### src/rtl/block_field_store_pkg.sv
// Shared definitions for the brick field store: default field geometry and
// the level layout codes understood by the refill sequencer.
package block_field_store_pkg;

    localparam int DEF_NUM_BLOCKS = 100;
    localparam int DEF_COLS       = 10;
    localparam int MAX_BLOCKS     = 128;
    localparam int ADDR_W         = 7;

    typedef enum logic [1:0] {
        Layout_full    = 2'd0,
        Layout_checker = 2'd1,
        Layout_rows    = 2'd2,
        Layout_pyramid = 2'd3
    } layout_e;

endpackage

### src/rtl/block_field_store_layout_pattern.sv
// Combinational layout generator: decides whether the brick at (row, col)
// starts alive for the selected layout.
module layout_pattern
    import block_field_store_pkg::*;
#(
    parameter int COLS = DEF_COLS
) (
    input  layout_e           i_layout,
    input  logic [ADDR_W-1:0] i_row,
    input  logic [ADDR_W-1:0] i_col,
    output logic              o_alive
);

    localparam logic [ADDR_W:0] COLS_W = (ADDR_W+1)'(COLS);

    logic [ADDR_W:0] w_diag_sum;

    // col < COLS-row rewritten as col+row < COLS so nothing can underflow
    assign w_diag_sum = {1'b0, i_col} + {1'b0, i_row};

    always_comb begin
        o_alive = 1'b0;
        case (i_layout)
            Layout_full:    o_alive = 1'b1;
            Layout_checker: o_alive = ~(i_row[0] ^ i_col[0]);
            Layout_rows:    o_alive = ~i_row[0];
            Layout_pyramid: o_alive = (i_col >= i_row) && (w_diag_sum < COLS_W);
            default:        o_alive = 1'b0;
        endcase
    end

endmodule

### src/rtl/block_field_store.sv
// Alive/dead store for every brick: combinational render lookup, query-and-kill
// hits from game logic, and a one-address-per-cycle refill from a layout.
module block_field_store
    import block_field_store_pkg::*;
#(
    parameter int NUM_BLOCKS = DEF_NUM_BLOCKS,
    parameter int COLS       = DEF_COLS
) (
    input  logic              CLK,
    input  logic              RESET_N,
    input  logic [ADDR_W-1:0] RENDER_ADDR,
    output logic              RENDER_ALIVE,
    input  logic              HIT_REQ,
    input  logic [ADDR_W-1:0] HIT_ADDR,
    output logic              HIT_ACK,
    output logic              HIT_WAS_ALIVE,
    input  logic              LEVEL_LOAD,
    input  logic [1:0]        LEVEL_SEL,
    output logic              BUSY,
    output logic              LOAD_DONE,
    output logic [ADDR_W-1:0] ALIVE_COUNT,
    output logic              CLEARED
);

    localparam logic [0:0]        ST_IDLE   = 1'b0;
    localparam logic [0:0]        ST_FILL   = 1'b1;
    localparam logic [ADDR_W:0]   NB_LIMIT  = (ADDR_W+1)'(NUM_BLOCKS);
    localparam logic [ADDR_W-1:0] LAST_ADDR = ADDR_W'(NUM_BLOCKS - 1);
    localparam logic [ADDR_W-1:0] LAST_COL  = ADDR_W'(COLS - 1);

    logic [MAX_BLOCKS-1:0] r_bits;
    logic [0:0]            r_state;
    layout_e               r_sel;
    logic [ADDR_W-1:0]     r_fill_addr;
    logic [ADDR_W-1:0]     r_row;
    logic [ADDR_W-1:0]     r_col;
    logic [ADDR_W-1:0]     r_count;
    logic                  r_hit_ack;
    logic                  r_hit_was;
    logic                  r_load_done;
    logic                  r_cleared;

    logic w_pattern_bit;
    logic w_hit_in_range;
    logic w_hit_old;
    logic w_render_in_range;

    assign w_hit_in_range    = {1'b0, HIT_ADDR} < NB_LIMIT;
    assign w_hit_old         = w_hit_in_range & r_bits[HIT_ADDR];
    assign w_render_in_range = {1'b0, RENDER_ADDR} < NB_LIMIT;

    assign RENDER_ALIVE  = w_render_in_range & r_bits[RENDER_ADDR];
    assign HIT_ACK       = r_hit_ack;
    assign HIT_WAS_ALIVE = r_hit_was;
    assign BUSY          = (r_state == ST_FILL);
    assign LOAD_DONE     = r_load_done;
    assign ALIVE_COUNT   = r_count;
    assign CLEARED       = r_cleared;

    layout_pattern #(
        .COLS (COLS)
    ) u_layout_pattern (
        .i_layout (r_sel),
        .i_row    (r_row),
        .i_col    (r_col),
        .o_alive  (w_pattern_bit)
    );

    always_ff @(posedge CLK) begin
        if (!RESET_N) begin
            r_bits      <= '0;
            r_state     <= ST_IDLE;
            r_sel       <= Layout_full;
            r_fill_addr <= '0;
            r_row       <= '0;
            r_col       <= '0;
            r_count     <= '0;
            r_hit_ack   <= 1'b0;
            r_hit_was   <= 1'b0;
            r_load_done <= 1'b0;
            r_cleared   <= 1'b0;
        end else begin
            r_hit_ack   <= 1'b0;
            r_hit_was   <= 1'b0;
            r_load_done <= 1'b0;
            r_cleared   <= 1'b0;

            // A load always wins: it (re)starts the fill and defers any pending hit.
            if (LEVEL_LOAD) begin
                r_sel       <= layout_e'(LEVEL_SEL);
                r_state     <= ST_FILL;
                r_fill_addr <= '0;
                r_row       <= '0;
                r_col       <= '0;
                r_count     <= '0;
            end else if (r_state == ST_FILL) begin
                r_bits[r_fill_addr] <= w_pattern_bit;
                r_count             <= r_count + ADDR_W'(w_pattern_bit);
                if (r_col == LAST_COL) begin
                    r_col <= '0;
                    r_row <= r_row + 1'b1;
                end else begin
                    r_col <= r_col + 1'b1;
                end
                if (r_fill_addr == LAST_ADDR) begin
                    r_state     <= ST_IDLE;
                    r_load_done <= 1'b1;
                end else begin
                    r_fill_addr <= r_fill_addr + 1'b1;
                end
            end else if (HIT_REQ) begin
                r_hit_ack <= 1'b1;
                r_hit_was <= w_hit_old;
                if (w_hit_old) begin
                    r_bits[HIT_ADDR] <= 1'b0;
                    r_count          <= r_count - 1'b1;
                    r_cleared        <= (r_count == ADDR_W'(1));
                end
            end
        end
    end

endmodule
### config.mk
export PLATFORM = sky130hd
export DESIGN_NAME = block_field_store
export DESIGN_NICKNAME = d
export VERILOG_FILES = /design/src/rtl/block_field_store_pkg.sv /design/src/rtl/block_field_store_layout_pattern.sv /design/src/rtl/block_field_store.sv
export SDC_FILE = /design/constraint.sdc
export NUM_CORES = 1
export LEC_CHECK = 0
export ABC_AREA = 1
export CAP_MARGIN = 5
export CORE_MARGIN = 8
export CORE_UTILIZATION = 65
export DETAILED_ROUTE_END_ITERATION = 6
export DONT_BUFFER_PORTS = 1
export HOLD_SLACK_MARGIN = 0.12
export MAX_ROUTING_LAYER = met4
export PLACE_DENSITY = 0.81
export REMOVE_ABC_BUFFERS = 1
export SYNTH_ARGS = -nofsm -noshare
export SYNTH_HDL_FRONTEND = slang
export SYNTH_SLANG_ARGS = --single-unit
### constraint.sdc
create_clock -name CLK -period 3.45 [get_ports CLK]
set_input_delay 0.69 -clock CLK [delete_from_list [all_inputs] [get_ports CLK]]
set_output_delay 0.69 -clock CLK [all_outputs]
set_load 0.01 [all_outputs]
# After elaboration in Yosys (flattened, before gate mapping)
# Index checks and enable logic that the tools add are counted.
[classes]
div_mod_pow = 0
shifts = 0
magnitude_cmp = 9
mux = 22
n_mul = 0
add_sub_neg = 6
n_reduce_logical = 15
n_bitwise = 13
eq_ne = 6
[ops]
columns = ["cell", "count"]
rows = [
  ["128-bit two-way mux", 3],
  ["128-bit AND", 1],
  ["128-bit bitwise mux", 1],
  ["128-bit inverter", 1],
  ["7-bit two-way mux", 4],
  ["7-bit by 8-bit less-than comparator with 1-bit output (second input constant)", 3],
  ["7-bit by 1-bit adder with 7-bit output (second input constant)", 3],
  ["1-bit binary-select mux with 7-bit select", 2],
  ["1-bit demux with 7-bit select", 2],
  ["7-bit by 1-bit >= comparator with 1-bit output (second input constant)", 2],
  ["7-bit less-than comparator (second input constant)", 2],
  ["1-bit two-way mux", 9],
  ["7-bit by 7-bit adder with 8-bit output", 1],
  ["8-bit by 4-bit less-than comparator with 1-bit output (second input constant)", 1],
  ["1-bit inverter", 8],
  ["7-bit by 1-bit adder with 7-bit output", 1],
  ["7-bit by 1-bit equality test with 1-bit output (second input constant)", 1],
  ["7-bit by 4-bit equality test with 1-bit output (second input constant)", 1],
  ["7-bit equality test (second input constant)", 1],
  ["7-bit >= comparator", 1],
  ["7-bit by 1-bit subtractor with 7-bit output (second input constant)", 1],
  ["2-bit AND reduction", 3],
  ["3-bit OR reduction", 2],
  ["5-bit OR reduction", 1],
  ["other kinds (11)", 16],
]
[word_totals]
ff_bits = 163
latch_bits = 0
mem_bits_ro = 0
out_inout_bits = 13
memories = 0
elab_cells = 82
inputBits = 20
mem_bits_rw = 0

# Longest topological paths before layout
[depth]
ltp_word = 9
mapped_depth = 22
mapped_depth_nobuf = 21

# Cells and area by module
# From an unflattened synthesis, not the netlist that was laid out.
[unflattened]
cells_unflattened = 2732
area_unflattened_um2 = 14782.9
[modules_own_cells]
columns = ["module", "instances", "area_per_inst_um2", "cells_each", "seq_area_each_um2"]
rows = [
  ["block_field_store", 1, 14222.4, 2637, 3263.1],
  ["layout_pattern", 1, 560.5, 95, 0.0],
]

# Worst setup path after synthesis
# No wires, ideal clock.
[synth_timing]
path_kind = "register to register"
from = "reg r_row[0]"
to = "reg r_count[6], in the netlist ALIVE_COUNT[6]"
required_ns = 3.318
path_buffers = 1
setup_ns = 0.132
path_stages_with_launch = 23
arrival_ns = 2.791
slack_ns = 0.526
period_less_slack_ns = 2.924
path_cell_list = "dfxtp_1 > ha_1 > fa_1 > inv_1 > nor2_1 > nand2_1 > nand2_1 > nand2_1 > nand3b_1 > nor2_1 > nand4_1 > nand2_1 > o211ai_1 > o21ai_0 > clkbuf_1 > ha_1 > ha_1 > nand4_1 > xor2_1 > nand2_1 > nand2_1 > nand2_1 > a21oi_1"
[synth_between]
elab_chain_len = 6
word_cells_on_any_way = 10
classes_between = "add/sub (2); order compare (2); mux (2); bitwise (3); reduce/logical (1)"
[synth_lines]
columns = ["item", "line", "rtl"]
rows = [
  ["start, declared", "block_field_store.sv:35", "logic [ADDR_W-1:0] r_row;"],
  ["start signal, assigned", "block_field_store.sv:101", "r_row <= r_row + 1'b1;"],
  ["7-bit by 7-bit adder with 8-bit output", "block_field_store_layout_pattern.sv:19", "assign w_diag_sum = {1'b0, i_col} + {1'b0, i_row};"],
  ["8-bit by 4-bit less-than comparator with 1-bit output", "block_field_store_layout_pattern.sv:27", "Layout_pyramid: o_alive = (i_col >= i_row) && (w_diag_sum < COLS_W);"],
  ["1-bit logical AND", "block_field_store_layout_pattern.sv:27", ""],
  ["1-bit one-hot mux with 4 select lines (*)", "block_field_store_layout_pattern.sv:23", "case (i_layout)"],
  ["7-bit by 1-bit adder with 7-bit output (*)", "block_field_store.sv:98", "r_count <= r_count + ADDR_W'(w_pattern_bit);"],
  ["7-bit two-way mux (*)", "block_field_store.sv:96", "end else if (r_state == ST_FILL) begin"],
  ["end signal, assigned", "block_field_store.sv:98", ""],
  ["end signal, assigned", "block_field_store.sv:116", "r_count <= r_count - 1'b1;"],
  ["end, declared", "block_field_store.sv:37", "logic [ADDR_W-1:0] r_count;"],
]
# Mark *: on every way between the ends. The rest lies on a longest branch, timed or not.
# A chain may end at the register's enable or synchronous reset.

# Worst setup path in the final report
[layout_timing]
from = "in RENDER_ADDR[0]"
to = "out RENDER_ALIVE"
[layout_between]
elab_chain_len = 3
word_cells_on_any_way = 4
classes_between = "order compare (1); mux (2); bitwise (1)"
[layout_lines]
columns = ["item", "line", "rtl"]
rows = [
  ["start, declared", "block_field_store.sv:11", "input logic [ADDR_W-1:0] RENDER_ADDR,"],
  ["1-bit binary-select mux with 7-bit select", "block_field_store.sv:52", "assign RENDER_ALIVE = w_render_in_range & r_bits[RENDER_ADDR];"],
  ["1-bit two-way mux (not written as such)", "block_field_store.sv:52", ""],
  ["1-bit AND (*)", "block_field_store.sv:52", ""],
  ["end, declared", "block_field_store.sv:12", "output logic RENDER_ALIVE,"],
]
# Mark *: on every way between the ends. The rest lies on a longest branch, timed or not. The select of a mux whose other input is x is not followed.

==> run_results.csv <==
group,metric,value,unit
status,status,"finished with violations",
status,violations,"design-rule violations",
synthesis,ys_seq_elements,163,
timing,final_max_slew_viol_count,0,
setup_path,cp_max_fo,77,
power_and_ir_drop,ir_drop,0.000304,V
timing,fin_crit_sh,0.946,
power_and_ir_drop,p_per_area,356,nW/um^2
timing,max_freq,306,MHz
timing,min_period,3.26,ns
synthesis,syn_area,14200,um^2
synthesis,yosys_warnings,0,
setup_path,path_class,"in -> out",
detailed_routing,via_per_inst,6.13,
clocking,cts_setup_buffers,0,
layout,fin_nets,2700,
worst_hold_path,min-delay-path-class,"in -> reg",
synthesis,synthTopCellsByArea,"nand2_1 (30%), dfxtp_1 (23%), nor2_1 (13%), nand3_1 (12%), inv_1 (5.1%)",
synthesis,synth_edf_count,0,
synthesis,yosys.area.top_type,"nand2_1",
power_and_ir_drop,leakagePower,7.39,nW
synthesis,yosysUniqueCellTypes,37,
detailed_routing,drc,7,
detailed_routing,post_drt_wl_per_cell,17.8,um
worst_hold_path,hp-start,"LEVEL_SEL[1]",
synthesis,ys_async_sr_fraction,0,
clocking,cts_made_buffers,17,
setup_path,ff2ff_setup_slack,0.38,ns
run,drv_cap,0,
clocking,htreeDepth,4,
global_routing,grt_pass1_wl,82.7,mm
timing,worst_hold_slack,0.372,ns
setup_path,required,2.76,ns
clocking,cts.sinks,163,
floorplanning,placementRows,54,
setup_path,cp.arrival,2.57,ns
worst_hold_path,hold-path-endpoint,"r_sel[1]",
synthesis,synth_ff_type,"dfxtp_1",
layout,area_growth,5.06,%
floorplanning,dieArea,26900,um^2
place,io_buffers,0,
layout,drive_gt1_frac,0.0371,
timing,tightestPinTransition,0.955,ns
detailed_routing,vias,18100,
clocking,cts-root-buf,"clkbuf_16",
timing,setup_tns,0,ns
clocking,clockBufferDepth,2,
place,dp.final_hpwl,30.9,mm
timing,hold_violations,0,
layout,finalNonFillerCells,2951,
setup_path,critPathLaunchType,"input port",
setup_path,reg2reg_depth,21,
detailed_routing,drt_iter0_drc,3088,
floorplanning,die_y,164,um
timing,rsz0062_at_grt,"false",
place,place_congestion,1.01,
layout,fillers,2004,
global_routing,grt_pass1_vias,16400,
clocking,cts_tree,"built",
clocking,cts.repair.resized,0,
detailed_routing,postRouteAntennaNets,0,
clocking,clkLatencyLatePin,0.46,ns
setup_path,r2r_start,"r_col[0]",
synthesis,yosys.area.top_type_share,0.296,
synthesis,netlist_instances,2751,
worst_hold_path,whs_path_depth,2,
layout,final_cell_mix,"nand2_1 (1120), nor2_1 (495), nand3_1 (335)",
layout,final_util,0.691,
global_routing,antenna_found_initial,1,
floorplanning,io_pins,33,
place,dp.cells,2918,
floorplanning,dieWidth,164,um
synthesis,avgSynthCellArea,5.17,um^2
timing,finalSetupViolations,0,
clocking,hold_buffers,0,
synthesis,yosysSeqAreaShare,0.230,
global_routing,grt_overflow,0,
global_routing,grt_use_total,0.394,
clocking,clk_pin_slew_worst_paths,0.08,ns
timing,maxSlewHeadroom,0.363,
global_routing,grt_max_degree,165,
setup_path,cp-end-kind,"output pin",
floorplanning,initial_core_util,0.657,
floorplanning,fp.coreArea,21600,um^2
setup_path,rr_endpoint,"ALIVE_COUNT[6]",
detailed_routing,finalWirelength,52.4,mm
detailed_routing,first_pass_iters,7,
layout,final_common_cell,"nand2_1",
timing,fin_skew,0.0129,ns
## kinds of logic after synthesis
family | after synthesis | share of synthesized area
buffers and inverters | 358 | 0.104
XOR/XNOR | 7 | 0.00431
AO/OA/AOI/OAI | 208 | 0.0788
adder cells (fa/ha/maj) | 23 | 0.0208
AND/OR/NAND/NOR | 1992 | 0.563
flip-flops | 163 | 0.230
## power by group
group          switching (mW)  internal, mW  total (mW)
clock                   0.990         0.960        1.95
sequential             0.0910          2.00        2.09
combinational           0.882         0.390        1.27
## how the worst max path moves through the flow
| stage | to | start | slack, ns |
|---|---|---|---|
| floorplan | r_bits[0] | BUSY | -6.35 |
| global placement | r_bits[52] | HIT_ADDR[0] | 0.40 |
| detailed placement | r_bits[72] | HIT_ADDR[0] | 0.35 |
| CTS | ALIVE_COUNT[6] | r_col[0] | 0.41 |
| global route | ALIVE_COUNT[6] | r_col[0] | 0.16 |
| finish | RENDER_ALIVE | RENDER_ADDR[0] | 0.19 |
## layer usage
metal,global-route usage,part of all wire,up-vias
met3,0.120,0.16,380
met4,0.251,0.075,0
met5,-,0,-
met2,0.573,0.41,1387
li1,-,-,8437
met1,0.466,0.36,7877
## final cells by class
cell class,instances,area [um^2],area share
diodes,1,2.50,0.000168
clock buffers,17,425,0.0285
clock inverters,15,149,0.00997
inverters,198,753,0.0504
multi-input cells,2230,9520,0.638
flip-flops and latches,163,3270,0.219
well taps,280,350,0.0235
repair buffers,47,465,0.0312
## state kept, by name (all words and copies together) (netlist names), 2 cells and up
name and count:
r_fill_addr 7, r_col 7, r_bits 128, r_sel 2
ALIVE_COUNT 7, r_row 7
## metrics by stage
stage	setup WS, ns	total power, mW	cell area (um^2)
2_1_floorplan	-6.35	2.98	13500
3_3_place_gp	0.399	3.30	14400
3_5_place_dp	0.347	3.34	14400
4_1_cts	0.412	5.22	14900
5_1_grt	0.160	5.49	14900
6_report	0.187	5.31	14900
## Yosys cell counts (all sizes together) (10+ instances only)
library cell	n
nand2	1122
nor2	498
nand3	336
inv	196
dfxtp	163
o21ai	119
clkbuf	113
a21oi	61
buf	47
ha	22
nor3	18
nand4	10
## critical path: stages
cell and delay, ns:
clkinv_1 0.05, buf_4 0.29, nand2_1 0.10, a221oi_1 0.38, o221ai_1 0.24, nand3_1 0.16, nand2_1 0.06, o21ai_0 0.40
inv_1 0.16
Power figures use the tool's default switching activity.
